## src/rtl/mult_div_unit_if.sv

```systemverilog
// Purpose: groups the request, MTHI/MTLO and result signals exchanged between
// the ALU stage and the multiply/divide unit.
// Ports (signals):
//   start, op, src_a, src_b   operation request from the ALU stage
//   mthi_en, mtlo_en, wdata   direct HI/LO writes
//   busy, done, hi, lo        status and architectural HI/LO values
// Modports: master = ALU stage side, slave = multiply/divide unit side.
interface mult_div_unit_if #(
    parameter int WIDTH = 32
);
    logic             start;
    logic [1:0]       op;
    logic [WIDTH-1:0] src_a;
    logic [WIDTH-1:0] src_b;
    logic             mthi_en;
    logic             mtlo_en;
    logic [WIDTH-1:0] wdata;
    logic             busy;
    logic             done;
    logic [WIDTH-1:0] hi;
    logic [WIDTH-1:0] lo;

    modport master (
        output start, op, src_a, src_b, mthi_en, mtlo_en, wdata,
        input  busy, done, hi, lo
    );

    modport slave (
        input  start, op, src_a, src_b, mthi_en, mtlo_en, wdata,
        output busy, done, hi, lo
    );
endinterface

```

## src/rtl/mult_div_unit.sv

```systemverilog
// Purpose: iterative radix-2 multiply/divide unit owning the HI/LO registers.
// MULT/MULTU produce the full 2*WIDTH product in {hi,lo}; DIV/DIVU produce
// quotient in lo and remainder in hi. One iteration per cycle on magnitudes,
// with the sign applied in a final FIX cycle.
// Ports:
//   clk     rising-edge clock
//   rst_n   asynchronous active-low reset
//   bus     mult_div_unit_if slave modport (request, MTHI/MTLO, busy/done/hi/lo)
module mult_div_unit #(
    parameter int WIDTH = 32,
    parameter int CNT_W = 6
) (
    input  logic              clk,
    input  logic              rst_n,
    mult_div_unit_if.slave    bus
);

    typedef enum logic [1:0] {
        IDLE = 2'd0,
        CALC = 2'd1,
        FIX  = 2'd2,
        DONE = 2'd3
    } state_t;

    state_t             state_q, state_d;
    logic [CNT_W-1:0]   cnt_q, cnt_d;
    logic               is_div_q, is_div_d;
    logic               neg_res_q, neg_res_d;
    logic               neg_a_q, neg_a_d;
    logic               div_zero_q, div_zero_d;
    logic [WIDTH-1:0]   b_q, b_d;
    logic [WIDTH-1:0]   rem_q, rem_d;
    logic [WIDTH-1:0]   low_q, low_d;
    logic [WIDTH-1:0]   hi_q, hi_d;
    logic [WIDTH-1:0]   lo_q, lo_d;

    logic               sign_a, sign_b;
    logic [WIDTH-1:0]   abs_a, abs_b;
    logic [WIDTH:0]     mul_sum;
    logic [WIDTH:0]     div_shift;
    logic [WIDTH:0]     div_diff;
    logic               div_ge;
    logic [2*WIDTH-1:0] product;
    logic [2*WIDTH-1:0] mul_res;
    logic [WIDTH-1:0]   quot_res;
    logic [WIDTH-1:0]   rem_res;

    // Operand magnitudes and signs; op[0]=0 selects the signed variants.
    always_comb begin
        sign_a = ~bus.op[0] & bus.src_a[WIDTH-1];
        sign_b = ~bus.op[0] & bus.src_b[WIDTH-1];
        abs_a  = sign_a ? (~bus.src_a + 1'b1) : bus.src_a;
        abs_b  = sign_b ? (~bus.src_b + 1'b1) : bus.src_b;
    end

    // One iteration of each algorithm. rem_q holds the product's upper half
    // (multiply) or the partial remainder (divide); low_q holds the multiplier
    // being shifted out or the dividend being shifted into the quotient.
    always_comb begin
        mul_sum   = {1'b0, rem_q} + (low_q[0] ? {1'b0, b_q} : {(WIDTH+1){1'b0}});
        div_shift = {rem_q, low_q[WIDTH-1]};
        div_ge    = (div_shift >= {1'b0, b_q});
        div_diff  = div_shift - {1'b0, b_q};
    end

    // Signed results. A zero divisor leaves |a| in the remainder, so the
    // remainder sign fix restores src_a; only the quotient needs forcing.
    always_comb begin
        product  = {rem_q, low_q};
        mul_res  = neg_res_q ? (~product + 1'b1) : product;
        quot_res = div_zero_q ? {WIDTH{1'b1}} :
                   (neg_res_q ? (~low_q + 1'b1) : low_q);
        rem_res  = neg_a_q ? (~rem_q + 1'b1) : rem_q;
    end

    // Next-state and datapath control. MTHI/MTLO are applied first so that a
    // result write in FIX overrides them on the same edge.
    always_comb begin
        state_d    = state_q;
        cnt_d      = cnt_q;
        is_div_d   = is_div_q;
        neg_res_d  = neg_res_q;
        neg_a_d    = neg_a_q;
        div_zero_d = div_zero_q;
        b_d        = b_q;
        rem_d      = rem_q;
        low_d      = low_q;
        hi_d       = hi_q;
        lo_d       = lo_q;

        if (bus.mthi_en) begin
            hi_d = bus.wdata;
        end
        if (bus.mtlo_en) begin
            lo_d = bus.wdata;
        end

        unique case (state_q)
            IDLE: begin
                if (bus.start) begin
                    is_div_d   = bus.op[1];
                    neg_res_d  = sign_a ^ sign_b;
                    neg_a_d    = sign_a;
                    div_zero_d = (bus.src_b == '0);
                    b_d        = abs_b;
                    rem_d      = '0;
                    low_d      = abs_a;
                    cnt_d      = '0;
                    state_d    = CALC;
                end
            end
            CALC: begin
                if (is_div_q) begin
                    rem_d = div_ge ? div_diff[WIDTH-1:0] : div_shift[WIDTH-1:0];
                    low_d = {low_q[WIDTH-2:0], div_ge};
                end else begin
                    rem_d = mul_sum[WIDTH:1];
                    low_d = {mul_sum[0], low_q[WIDTH-1:1]};
                end
                if (cnt_q == CNT_W'(WIDTH - 1)) begin
                    state_d = FIX;
                end else begin
                    cnt_d = cnt_q + 1'b1;
                end
            end
            FIX: begin
                if (is_div_q) begin
                    hi_d = rem_res;
                    lo_d = quot_res;
                end else begin
                    hi_d = mul_res[2*WIDTH-1:WIDTH];
                    lo_d = mul_res[WIDTH-1:0];
                end
                state_d = DONE;
            end
            DONE: begin
                state_d = IDLE;
            end
            default: begin
                state_d = IDLE;
            end
        endcase
    end

    // State and datapath registers; reset discards any operation in flight.
    always_ff @(posedge clk or negedge rst_n) begin
        if (!rst_n) begin
            state_q    <= IDLE;
            cnt_q      <= '0;
            is_div_q   <= 1'b0;
            neg_res_q  <= 1'b0;
            neg_a_q    <= 1'b0;
            div_zero_q <= 1'b0;
            b_q        <= '0;
            rem_q      <= '0;
            low_q      <= '0;
            hi_q       <= '0;
            lo_q       <= '0;
        end else begin
            state_q    <= state_d;
            cnt_q      <= cnt_d;
            is_div_q   <= is_div_d;
            neg_res_q  <= neg_res_d;
            neg_a_q    <= neg_a_d;
            div_zero_q <= div_zero_d;
            b_q        <= b_d;
            rem_q      <= rem_d;
            low_q      <= low_d;
            hi_q       <= hi_d;
            lo_q       <= lo_d;
        end
    end

    // Status decoded from the state register; hi/lo come straight from flops.
    always_comb begin
        bus.busy = (state_q == CALC) || (state_q == FIX);
        bus.done = (state_q == DONE);
        bus.hi   = hi_q;
        bus.lo   = lo_q;
    end

endmodule

```

## src/flat_wrapper.sv

```systemverilog
// flat-port wrapper written by rule: the top's interface ports become plain ports
module mult_div_unit_flat 
#(
    parameter int WIDTH = 32,
    parameter int CNT_W = 6
)
  (clk, rst_n, bus_start, bus_op, bus_src_a, bus_src_b, bus_mthi_en, bus_mtlo_en, bus_wdata, bus_busy, bus_done, bus_hi, bus_lo);
  mult_div_unit_if #(.WIDTH(WIDTH)) bus_i ();
  input  logic clk;
  input  logic rst_n;
  input wire logic [$bits(bus_i.start)-1:0] bus_start;
  input wire logic [$bits(bus_i.op)-1:0] bus_op;
  input wire logic [$bits(bus_i.src_a)-1:0] bus_src_a;
  input wire logic [$bits(bus_i.src_b)-1:0] bus_src_b;
  input wire logic [$bits(bus_i.mthi_en)-1:0] bus_mthi_en;
  input wire logic [$bits(bus_i.mtlo_en)-1:0] bus_mtlo_en;
  input wire logic [$bits(bus_i.wdata)-1:0] bus_wdata;
  output wire logic [$bits(bus_i.busy)-1:0] bus_busy;
  output wire logic [$bits(bus_i.done)-1:0] bus_done;
  output wire logic [$bits(bus_i.hi)-1:0] bus_hi;
  output wire logic [$bits(bus_i.lo)-1:0] bus_lo;
  assign bus_i.start = bus_start;
  assign bus_i.op = bus_op;
  assign bus_i.src_a = bus_src_a;
  assign bus_i.src_b = bus_src_b;
  assign bus_i.mthi_en = bus_mthi_en;
  assign bus_i.mtlo_en = bus_mtlo_en;
  assign bus_i.wdata = bus_wdata;
  assign bus_busy = bus_i.busy;
  assign bus_done = bus_i.done;
  assign bus_hi = bus_i.hi;
  assign bus_lo = bus_i.lo;
  mult_div_unit #(.WIDTH(WIDTH), .CNT_W(CNT_W)) u_core (.clk(clk), .rst_n(rst_n), .bus(bus_i));
endmodule
```

## config.mk

```make
export PLATFORM = sky130hd
export DESIGN_NAME = mult_div_unit_flat
export DESIGN_NICKNAME = d
export VERILOG_FILES = /design/src/rtl/mult_div_unit_if.sv /design/src/rtl/mult_div_unit.sv /design/src/flat_wrapper.sv
export SDC_FILE = /design/constraint.sdc
export NUM_CORES = 1
export LEC_CHECK = 0
export ABC_CLOCK_PERIOD_IN_PS = 3700
export CAP_MARGIN = 20
export CORE_UTILIZATION = 34
export DETAILED_ROUTE_END_ITERATION = 10
export PLACE_DENSITY = 0.55
export SLEW_MARGIN = 20
export SYNTH_ARGS = -nofsm -noshare
export SYNTH_HDL_FRONTEND = slang
export SYNTH_SLANG_ARGS = --single-unit
export TNS_END_PERCENT = 5
```

## constraint.sdc

```tcl
create_clock -name clk -period 3.7 [get_ports clk]
set_input_delay 0.74 -clock clk [delete_from_list [all_inputs] [get_ports clk]]
set_output_delay 0.74 -clock clk [all_outputs]
set_load 0.005 [all_outputs]
```

# After elaboration in Yosys (flattened, before gate mapping)
# Cells that the tools add are included.
totals:
  reg_bits: 172
  in_bits: 103
  output_inout_bits: 66
  word_cells: 72
classes:
  n_addsub: 8
  order_cmp: 1
  eq_ne: 7
  n_mux: 26
  n_bitwise: 9
  reduce_logical: 10
op_table:
  columns: ["cell", "n"]
  rows:
  - ["2-to-1 mux 32 bit", 17]
  - ["adder 32 x 1 -> 32 bit (second input constant)", 4]
  - ["NOT 32 bit", 4]
  - ["one-hot mux 32 bit (2 select lines)", 2]
  - ["adder 64 x 1 -> 64 bit (second input constant)", 1]
  - ["2-to-1 mux 64 bit", 1]
  - ["NOT 64 bit", 1]
  - ["adder 32 x 32 -> 33 bit", 1]
  - ["greater-or-equal comparator 33 x 32 -> 1 bit", 1]
  - ["zero test 32 bit", 1]
  - ["subtractor 32 bit", 1]
  - ["2-to-1 mux 6 bit", 2]
  - ["one-hot mux 6 bit (2 select lines)", 1]
  - ["one-hot mux 2 bit (4 select lines)", 1]
  - ["adder 6 x 1 -> 6 bit (second input constant)", 1]
  - ["== test 6 x 5 -> 1 bit (second input constant)", 1]
  - ["AND reduction 2 bit", 3]
  - ["nonzero test 2 bit", 3]
  - ["== test 2 bit (second input constant)", 2]
  - ["2-to-1 mux 2 bit", 2]
  - ["inequality test 2 bit (second input constant)", 2]
  - ["AND reduction 3 bit", 1]
  - ["AND 1 bit", 2]
  - ["== test 2 x 1 -> 1 bit (second input constant)", 1]
  - ["other kinds (5)", 5]

# Depth between registers and ports, before layout
logic_depth:
  depth_word: 6
  depth_mapped: 13
  mapped_depth_nobuf: 13

# Worst setup path before layout
# Ideal clock, no wire load.
synth_timing:
  path_kind: "register to register"
  start: "register u_core.low_q[31]"
  end: "register u_core.rem_q[30]"
  setup_time_ns: 0.122
  arrival_time_ns: 3.100
  required_ns: 3.578
  setup_slack_ns: 0.478
  stages_incl_launch_ff: 14
  path_buffers: 0
  synth_period_minus_slack_ns: 3.222
  path_cell_list: "dfrtp_1 > inv_1 > ha_1 > inv_1 > fa_1 > a21o_1 > a221oi_1 > o21ai_1 > a2111oi_0 > nor3_1 > a31oi_1 > xor2_1 > o21ai_0 > a32o_1"
synth_between:
  elab_chain_cells: 4
  word_cells_on_any_way: 5
synth_lines:
  columns: ["element", "line", "rtl"]
  rows:
  - ["start: declaration", "mult_div_unit.sv:33", "logic [WIDTH-1:0] low_q, low_d;"]
  - ["start signal: assignment", "mult_div_unit.sv:168", "low_q <= low_d;"]
  - ["subtractor 32 bit / greater-or-equal comparator 33 x 32 -> 1 bit (equally long branches)", "mult_div_unit.sv:63, mult_div_unit.sv:62", null]
  - ["2-to-1 mux 32 bit (*)", "mult_div_unit.sv:114", "rem_d = div_ge ? div_diff[WIDTH-1:0] : div_shift[WIDTH-1:0];"]
  - ["2-to-1 mux 32 bit (*)", "mult_div_unit.sv:113", "if (is_div_q) begin"]
  - ["one-hot mux 32 bit (2 select lines) (*)", "mult_div_unit.sv:98", "unique case (state_q)"]
  - ["end signal: assignment", "mult_div_unit.sv:167", "rem_q <= rem_d;"]
  - ["end: declaration", "mult_div_unit.sv:32", "logic [WIDTH-1:0] rem_q, rem_d;"]
# Mark *: on every way between the ends. The rest lies on a longest branch, timed or not.
# A chain may end at the register's enable or synchronous reset.

# Worst setup path after layout
# Ends and elaborated chain as after synthesis.

==> results by group <==
Die
  • Height of the die: 209.2 µm
  • Number of I/O pins: 169
  • Initial core utilization: 0.3463
  • Std-Cell Rows: 75
  • Core area: 42,130 µm²
  • Die ar.: 43,750 µm²
  • Horiz. Die Dim: 209.2 µm

Global routing
  • Largest net degree at the start of global routing: 99
  • Initial antenna violation count: 0
  • Total GRT Usage: 0.2287
  • Busiest layer in global routing: met2
  • Global-route track usage on met2: 0.3449
  • Total grt overflow: 0
  • M3 GR Usage: 0.02901
  • M1 GR Usage: 0.3365
  • Global-route wire length before repair: 77,840 µm
  • Number of global-route vias before repair: 13,650

Setup path
  • Crit path cell chain: inv_1, ha_1, inv_1, fa_1, a21o_1, a221oi_1, o21ai_1, a2111oi_1, buf_4, nor3_1, a31oi_1, xor2_1, o21ai_0, a32o_1
  • CP max FO: 2
  • R2r startpoint: u_core.low_q[31]
  • WP buf/inv: 3
  • Critical Path RT: 4.06 ns
  • Top delay family on crit path: compound AO/OA/AOI/OAI gates
  • Critical path class: reg2reg
  • Crit path DAT: 3.88 ns
  • Worst Reg2Reg Path Length in Cells: 14
  • Worst setup SP type: flip-flop
  • Worst path most repeated cell: inv_1
  • Crit. path cell count: 14
  • Crit path largest cell delay: 0.49 ns
  • Crit end category: flip-flop
  • Crit-path slowest cell: a2111oi_1
  • R2R setup slack: 0.18 ns
  • Reg2reg end: u_core.rem_q[30]

Power
  • Clk pwr share: 0.111
  • VDD IR max: 504.7 µV
  • Pwr Density: 883.3 nW/µm²
  • Final Power: 15.78 mW
  • P_int: 7.995 mW
  • Switching power: 7.786 mW
  • Flop pwr share: 0.230
  • Logic pwr share: 0.658
  • Switching share of power: 0.4934
  • Leak pwr: 7.671 nW

Routing
  • Initial detailed-routing violation count: 1,179
  • Via count: 14,210
  • Wire per inst: 19.53 µm
  • Post-route ant nets: 0
  • WL final: 50,070 µm
  • DR pass1 iterations: 6
  • Drt drc: 0
  • Vias per cell: 5.544

Logic synthesis
  • Synthesis warning total: 0
  • Post-Synthesis Cell Area: 14,590 µm²
  • Register area share after synthesis: 0.2949
  • Async set-or-reset flop fraction in the synthesized netlist: 1.000
  • Synth Flop Type: dfrtp_1
  • Post-synth EDFFs: 0
  • Post-Syn Instances: 1,837
  • Syn Nets: 2,016
  • Synth cell types: 79
  • Seq cells post-synth: 172
  • Mapped Avg Cell Area: 7.944 µm²

Layout
  • Area growth syn-to-layout: 22.44%
  • Final core occ: 0.4241
  • Post-route cell area: 17,870 µm²
  • Share of cells above drive strength 1: 0.07806
  • Leading cell types in the layout, fill and taps excluded: 202 x nand2_1, 191 x o21ai_0, 171 x dfrtp_1, 166 x a21oi_1, 165 x clkdlybuf4s50_1
  • Total Nets Final: 2,190
  • Multi-input logic area: 9646 µm²
  • Reg area: 4305 µm²
  • Ant diodes: 0
  • Most common cell after layout, fill and taps aside: nand2_1
  • FILL cells: 4,247

Clock network
  • Post-CTS setup buffers: 0
  • Worst-path clk slew: 0.08 ns
  • Root Driver: clkbuf_16
  • Total CTS buffers: 17
  • CTS Sinks: 172
  • CTS Hold Buffers Added: 0
  • CTS tree: done
  • CTS H-tree lvls: 4
  • Cts repair resizes: 0
  • Max Root-Sink Buffers: 2
  • Worst-skew pair later-pin latency: 0.47 ns

Placed design
  • DP Area: 17,320 µm²
  • Post-DP HPWL: 39,050 µm
  • Buffers on Ports: 168
  • Placer congestion estimate: 0.9293

STA
  • Clock Skew: 0.01547 ns
  • Fin crit share: 0.9502
  • Minimum clock period: 3.516 ns
  • Rel. slew slack: 0.2894
  • Final setup fails: 0
  • RSZ-0062 raised after global routing: false
  • Hold slack final: 0.2708 ns
  • Slew of the pin with the lowest slew margin: 1.066 ns
  • Upper clock frequency limit: 284.4 MHz
  • Final Hold Violating Endpoints: 0
  • Final Max Slew Viols: 0
  • Setup tns final: 0 ns

Run status
  • Status: finished, final reports clean

Worst hold path
  • Worst Hold Class: in2async

Run
  • Max Cap Viol: 0
==> sequential cells by signal (all words and copies together) (netlist names) <==
name               flops
u_core.neg_res_q       1
u_core.div_zero_q      1
u_core.bus.lo         32
u_core.bus.hi         32
u_core.low_q          32
u_core.is_div_q        1
u_core.rem_q          32
u_core.cnt_q           6
u_core.neg_a_q         1
u_core.state_q         2
u_core.b_q            32
==> cells by family after synthesis <==
family,synth area share
AOI/OAI and AO/OA,0.2462
adders and majority gates,0.06619
and+or+nand+nor,0.1909
muxes,0.05402
buffers and inverters,0.04639
xor gates and xnor gates,0.1014
DFF,0.2949
==> through the flow <==
step	instances	setup slack (ns)
3_3_place_gp	2531	0.07404
3_5_place_dp	2531	0.04687
4_1_cts	2563	0.2178
2_1_floorplan	1837	0.4783
5_1_grt	2563	0.002988
6_report	2563	0.1842
==> layout make-up <==
cell class                 count  area share
inverter                      74     0.01555
multi-input combinational   1487      0.5398
timing repair buffer         259      0.1354
clock inverter                12    0.006092
clock buffer                  20     0.02444
tap                          539     0.03775
sequential                   172      0.2410
==> synthesized netlist by cell type, types with 14 or more instances <==
library cell / n / area share
nand2_1: 203 / 0.052
o21ai_0: 191 / 0.066
dfrtp_1: 172 / 0.29
a21oi_1: 166 / 0.057
nor2_1: 132 / 0.034
xor2_1: 96 / 0.058
clkbuf_1: 95 / 0.024
ha_1: 74 / 0.063
xnor2_1: 73 / 0.044
inv_1: 72 / 0.019
mux2i_1: 72 / 0.049
nor2b_1: 52 / 0.022
a211oi_1: 47 / 0.024
nand3_1: 30 / 0.010
nor3_1: 30 / 0.010
or3_1: 23 / 0.0099
o31ai_1: 20 / 0.010
a21o_1: 19 / 0.0098
nand4_1: 18 / 0.0077
nand2b_1: 17 / 0.0073
a22oi_1: 15 / 0.0077
nor4_1: 15 / 0.0064
o21ai_1: 15 / 0.0051
o211ai_1: 14 / 0.0072
==> metal layers <==
| layer | vias to the layer above | part of all wire |
|---|---|---|
| met3 | 52 | 0.060 |
| li1 | 6950 | - |
| met4 | 0 | 0.023 |
| met5 | - | 0 |
| met1 | 6733 | 0.49 |
| met2 | 474 | 0.43 |
==> worst reg2reg max path: cells and delay by family (launching register included) <==
| kind | cells | cell delay, ns |
|---|---|---|
| buffers and inverters | 3 | 0.38 |
| XOR/XNOR | 1 | 0.16 |
| AO/OA/AOI/OAI | 7 | 1.83 |
| flip-flops | 1 | 0.39 |
| AND/OR/NAND/NOR | 1 | 0.06 |
| adder cells (fa/ha/maj) | 2 | 0.58 |
==> how the worst max path moves through the flow <==
stage | from | endpoint
6_report | u_core.low_q[31] | u_core.rem_q[30]
5_1_grt | u_core.low_q[31] | u_core.rem_q[30]
4_1_cts | u_core.low_q[31] | u_core.rem_q[30]
3_5_place_dp | bus_src_a[4] | u_core.low_q[31]
3_3_place_gp | bus_src_a[4] | u_core.low_q[31]
2_1_floorplan | u_core.low_q[31] | u_core.rem_q[30]
==> power groups by stage <==
stage | sequential, mW | clock [mW] | combinational, mW
4_1_cts | 3.63 | 1.80 | 10.3
5_1_grt | 3.76 | 1.86 | 11.5
6_report | 3.63 | 1.76 | 10.4
2_1_floorplan | 3.40 | 0 | 6.71
3_5_place_dp | 3.66 | 0 | 10.3
3_3_place_gp | 3.64 | 0 | 10.2
Note: power is estimated with default switching activity, not from simulation.
